`config.mk`:
```
export PLATFORM = sky130hd
export DESIGN_NAME = muldiv_unit
export DESIGN_NICKNAME = d
export VERILOG_FILES = /design/src/rtl/muldiv_unit.sv
export SDC_FILE = /design/constraint.sdc
export NUM_CORES = 1
export LEC_CHECK = 0
export ABC_AREA = 0
export CORE_MARGIN = 8
export CORE_UTILIZATION = 64
export CTS_CLUSTER_SIZE = 16
export DETAILED_ROUTE_END_ITERATION = 10
export PLACE_DENSITY_LB_ADDON = 0.25
export SLEW_MARGIN = 20
export SYNTH_ARGS = -nofsm -noshare
export SYNTH_HDL_FRONTEND = slang
export SYNTH_SLANG_ARGS = --single-unit
```
`constraint.sdc`:
```
create_clock -name clock -period 5.3 [get_ports clock]
set_input_delay 0.53 -clock clock [delete_from_list [all_inputs] [get_ports clock]]
set_output_delay 0.53 -clock clock [all_outputs]
set_load 0.03 [all_outputs]
```
`src/rtl/muldiv_unit.sv`:
```
// Iterative unsigned multiply/divide unit: shift-add multiply and restoring divide,
// one bit per cycle, then drives the register-file write port for one DONE cycle.
module muldiv_unit #(
    parameter int  VALUE_W    = 32,
    parameter int  REG_ADDR_W = 5,
    localparam int CNT_W      = $clog2(VALUE_W) + 1
) (
    input  logic                  clock,
    input  logic                  reset,
    input  logic                  start,
    input  logic [1:0]            op,
    input  logic [VALUE_W-1:0]    operandA,
    input  logic [VALUE_W-1:0]    operandB,
    input  logic [REG_ADDR_W-1:0] rdIn,
    output logic                  busy,
    output logic                  done,
    output logic [VALUE_W-1:0]    result,
    output logic [REG_ADDR_W-1:0] rdOut,
    output logic                  RegWrite
);

    typedef enum logic [1:0] {S_IDLE, S_RUN, S_DONE} state_t;
    typedef enum logic [1:0] {OP_MUL, OP_MULHU, OP_DIVU, OP_REMU} op_t;

    localparam logic [CNT_W-1:0] LAST_ITER = CNT_W'(VALUE_W - 1);

    state_t                  state;
    op_t                     op_q;
    logic [VALUE_W-1:0]      a_q;
    logic [VALUE_W-1:0]      b_q;
    logic [REG_ADDR_W-1:0]   rd_q;
    logic [CNT_W-1:0]        count;
    // Multiply: {partial product, remaining multiplier}. Divide: {remainder, dividend/quotient}.
    logic [2*VALUE_W-1:0]    acc;

    logic                    is_div;
    logic                    take_high;
    logic [VALUE_W:0]        mul_sum;
    logic [VALUE_W:0]        div_cand;
    logic [VALUE_W:0]        div_diff;
    logic [2*VALUE_W-1:0]    acc_next;

    assign busy      = (state != S_IDLE);
    assign is_div    = (op_q == OP_DIVU) || (op_q == OP_REMU);
    // MULHU and REMU both read the upper half of the accumulator.
    assign take_high = (op_q == OP_MULHU) || (op_q == OP_REMU);

    // NOTE: every signal written here gets a value on every path so no latch is inferred.
    always_comb begin
        mul_sum  = {1'b0, acc[2*VALUE_W-1:VALUE_W]} + (acc[0] ? {1'b0, a_q} : '0);
        div_cand = acc[2*VALUE_W-1:VALUE_W-1];
        div_diff = div_cand - {1'b0, b_q};
        if (is_div) begin
            // Bit VALUE_W of the difference is the borrow: set means divisor did not fit.
            if (div_diff[VALUE_W])
                acc_next = {div_cand[VALUE_W-1:0], acc[VALUE_W-2:0], 1'b0};
            else
                acc_next = {div_diff[VALUE_W-1:0], acc[VALUE_W-2:0], 1'b1};
        end else begin
            acc_next = {mul_sum, acc[VALUE_W-1:1]};
        end
    end

    // NOTE: state is updated with non-blocking assignments so every register sees pre-edge values.
    always_ff @(posedge clock or negedge reset) begin
        if (!reset) begin
            // NOTE: datapath registers are cleared as well, so an aborted operation leaves nothing behind.
            state    <= S_IDLE;
            op_q     <= OP_MUL;
            a_q      <= '0;
            b_q      <= '0;
            rd_q     <= '0;
            count    <= '0;
            acc      <= '0;
            done     <= 1'b0;
            RegWrite <= 1'b0;
            result   <= '0;
            rdOut    <= '0;
        end else begin
            done     <= 1'b0;
            RegWrite <= 1'b0;
            case (state)
                S_IDLE: begin
                    if (start) begin
                        op_q  <= op_t'(op);
                        a_q   <= operandA;
                        b_q   <= operandB;
                        rd_q  <= rdIn;
                        count <= '0;
                        acc   <= {{VALUE_W{1'b0}}, (op[1] ? operandA : operandB)};
                        if (op[1] && (operandB == '0)) begin
                            state    <= S_DONE;
                            done     <= 1'b1;
                            RegWrite <= (rdIn != '0);
                            rdOut    <= rdIn;
                            result   <= op[0] ? operandA : '1;
                        end else begin
                            state <= S_RUN;
                        end
                    end
                end
                S_RUN: begin
                    acc   <= acc_next;
                    count <= count + 1'b1;
                    if (count == LAST_ITER) begin
                        state    <= S_DONE;
                        done     <= 1'b1;
                        RegWrite <= (rd_q != '0);
                        rdOut    <= rd_q;
                        result   <= take_high ? acc_next[2*VALUE_W-1:VALUE_W]
                                              : acc_next[VALUE_W-1:0];
                    end
                end
                S_DONE:  state <= S_IDLE;
                default: state <= S_IDLE;
            endcase
        end
    end

endmodule

```
==> flow_summary.toml <==
[outcome]
status = "complete, no violations"

[route]
drc_errors = 0
drt-total-wl_mm = 44.91
via_count = 13020
detail_route.vias_per_cell = 6.825
routedWlPerCell_um = 23.54
ant_nets = 0
first_iter_violations = 1759
first_pass_iters = 6

[logic_synthesis]
synth_top_cells_by_area = "dfrtp_1 (35%), nand2_1 (7.5%), ha_1 (6.3%), mux2i_1 (5.8%), o21ai_0 (5.6%)"
netlist_area_mm2 = 0.01297
yosys.area.top_type = "dfrtp_1"
syn_nets = 1718
synth_ff_type = "dfrtp_1"
syn_avg_cell_area_um2 = 8.227
netlist_instances = 1577
synth_top_area_share = 0.3510
ys_ff_latch = 182
yosysWarnings = 0
synthArstFlopShare = 1.000
seq_area_frac_synth = 0.3510
synth.distinct_cells = 81
synth_edf_count = 0

[floorplan]
die_w_um = 158.4
core_area_mm2 = 0.02004
fp.dieH_um = 158.4
floorplan.initialDensity = 0.6474
fp-row-count = 52
io_pins = 114
die-area_mm2 = 0.02508

[cts]
cts.path.max_buffers = 2
post_cts_buffers = 0
cts_buffers = 17
cts-root-buf = "clkbuf_16"
clk_latency_ns = 0.45
cts_htree_levels = 4
cts_tree = "built"
clk_pin_slew_ns = 0.09
cts.repair.resized = 0
ctsHoldBuffers = 0
clock_sinks = 182

[power_and_ir_drop]
ir_drop_mv = 0.3026
p_per_area_mw_per_mm2 = 659.7
report.power.total_mw = 9.773
p_leak_nw = 6.339

[placed_design]
io_buffers = 113
place_hpwl_mm = 31.91
place.gp.congestion = 0.9999

[sta]
tightestPinTransition_ns = 1.149
rsz0062_at_grt = "no"
setup-violations-final = 0
finalCritPeriodShare = 0.7876
fin_skew_ns = 0.01249
finalCriticalPeriod_ns = 4.174
hold_slack_ns = 0.04128
fin_tns_setup_ns = 0
slew_violations = 0
finalHoldViolations = 0
fmax_mhz = 239.6
slew_headroom = 0.2324

[job]
max_cap_violations = 0

[critical_path]
r2r_setup_slack_ns = 1.13
worstSetupPathType = "register to register"
end_kind = "register"
crit_fanout = 31
cp.arrival_ns = 4.50
required_ns = 5.63
startpoint_type = "register"

[layout]
n_antenna_cell = 0
syn_to_final_growth_pct = 14.20
drive_above_1_share = 0.05495
fin_nets = 1766

[worst_hold_path]
min_path_type = "input pin to asynchronous set/reset pin"

[grt]
grtUsageTotal = 0.3626
grt_pass1_wl_mm = 70.19
grt_pass1_vias = 12620
antenna_found_initial = 0
grt_max_degree = 79
grt_overflow_total = 0
layout make-up:
cell class	instances	area, um^2
clock buffers	17	425.4
clock inverters	15	202.7
fillers	1585	5224
inverters	59	221.5
multi-input cells	1238	7835
flip-flops and latches	182	4558
well taps	270	337.8
repair buffers	127	1235
power by group:
group,switching [mW],total (mW),internal [mW],leakage [nW]
Clock,0.687,1.38,0.689,0.304
Sequential,0.495,2.34,1.84,2.13
Combinational,3.77,6.06,2.29,3.90
registers in the layout, indices dropped and copies added (netlist names), 2 cells and up:
signal	count
b_q	32
rdOut	5
state	2
acc	64
a_q	32
result	32
op_q	2
rd_q	5
count	6
logic make-up (layout without fill, tap and decap cells):
family          count (synthesis)  in the layout  share of synthesized area
simple gates                  572            572                     0.1985
compound gates                474            474                     0.2438
flops                         182            182                     0.3510
buf+inv                       157            218                    0.04726
mux                            81             81                    0.06394
fa+ha+maj                      67             67                    0.06577
xor+xnor                       44             44                    0.02970
worst max-delay path: stages, from the launching register on:
cell      delay (ns)
dfrtp_1         0.42
inv_1           0.08
ha_1            0.16
inv_1           0.05
fa_1            0.43
a211oi_2        0.30
o211ai_2        0.20
a21oi_4         0.21
a41oi_4         0.20
a311o_1         0.45
nand2_2         0.55
o21ai_1         0.19
mux4_2          0.50
a221o_1         0.31
Yosys cell counts (all sizes together) (10+ instances only):
| master | count |
|---|---|
| nand2 | 261 |
| nand3 | 45 |
| a31oi | 24 |
| xnor2 | 24 |
| buf | 22 |
| o21ai | 151 |
| mux2i | 75 |
| a221oi | 24 |
| a21o | 19 |
| dfrtp | 182 |
| nor3 | 25 |
| xor2 | 20 |
| o221ai | 11 |
| nor2b | 10 |
| inv | 58 |
| a221o | 11 |
| nor4 | 14 |
| o211ai | 15 |
| a211oi | 20 |
| ha | 65 |
| o31ai | 11 |
| clkbuf | 76 |
| nor2 | 134 |
| a21oi | 100 |
| and2 | 39 |
| nand4 | 14 |
metrics by stage:
step	setup slack [ns]	cells	cell area, um^2	util
detailed placement	1.241	1876	14190	0.7080
CTS	1.197	1908	14820	0.7393
global route	1.010	1908	14820	0.7393
global placement	1.344	1876	14190	0.7080
finish	1.126	1908	14820	0.7393
floorplan	2.061	1577	12970	-
placed cells by master (no fill, tap or decap), drive strengths merged, types with 6 or more instances in the layout:
| cell | count |
|---|---|
| o21ai | 151 |
| xnor2 | 24 |
| nand4 | 14 |
| clkinv | 8 |
| inv | 65 |
| nor2 | 134 |
| o221ai | 11 |
| mux2i | 75 |
| buf | 15 |
| a21oi | 100 |
| nor2b | 10 |
| nand3 | 45 |
| clkdlybuf4s50 | 111 |
| clkbuf | 18 |
| nor4 | 14 |
| dfrtp | 182 |
| and2 | 39 |
| a21o | 19 |
| o21a | 9 |
| o31ai | 11 |
| a31o | 6 |
| a221o | 11 |
| nand2 | 261 |
| o211ai | 15 |
| o2bb2ai | 9 |
| o21bai | 8 |
| a211oi | 20 |
| a21boi | 8 |
| ha | 65 |
| o31a | 6 |
| nor3 | 25 |
| and3 | 6 |
| a221oi | 24 |
| o22ai | 7 |
| a31oi | 24 |
| xor2 | 20 |
path summary, 6_finish.rpt:
| check | start | end | cells after the start |
|---|---|---|---|
| setup / recovery | acc[31] | result[16] | 13 |
| hold / removal | reset | acc[6] | 1 |
| setup reg to reg | acc[31] | result[16] | 13 |
| hold reg to reg | a_q[4] | a_q[4] | 2 |
| max in group asynchronous | reset | op_q[1] | 2 |
| min in group clock | a_q[4] | a_q[4] | 2 |
routing by layer:
metal / GRT usage / routed length (um)
met2: 0.5514 / 19740
met4: 0.1194 / 1380
met1: 0.5049 / 18430
met5: 0 / 0
met3: 0.07953 / 5363
No activity file was read; power rests on OpenSTA's default activity.
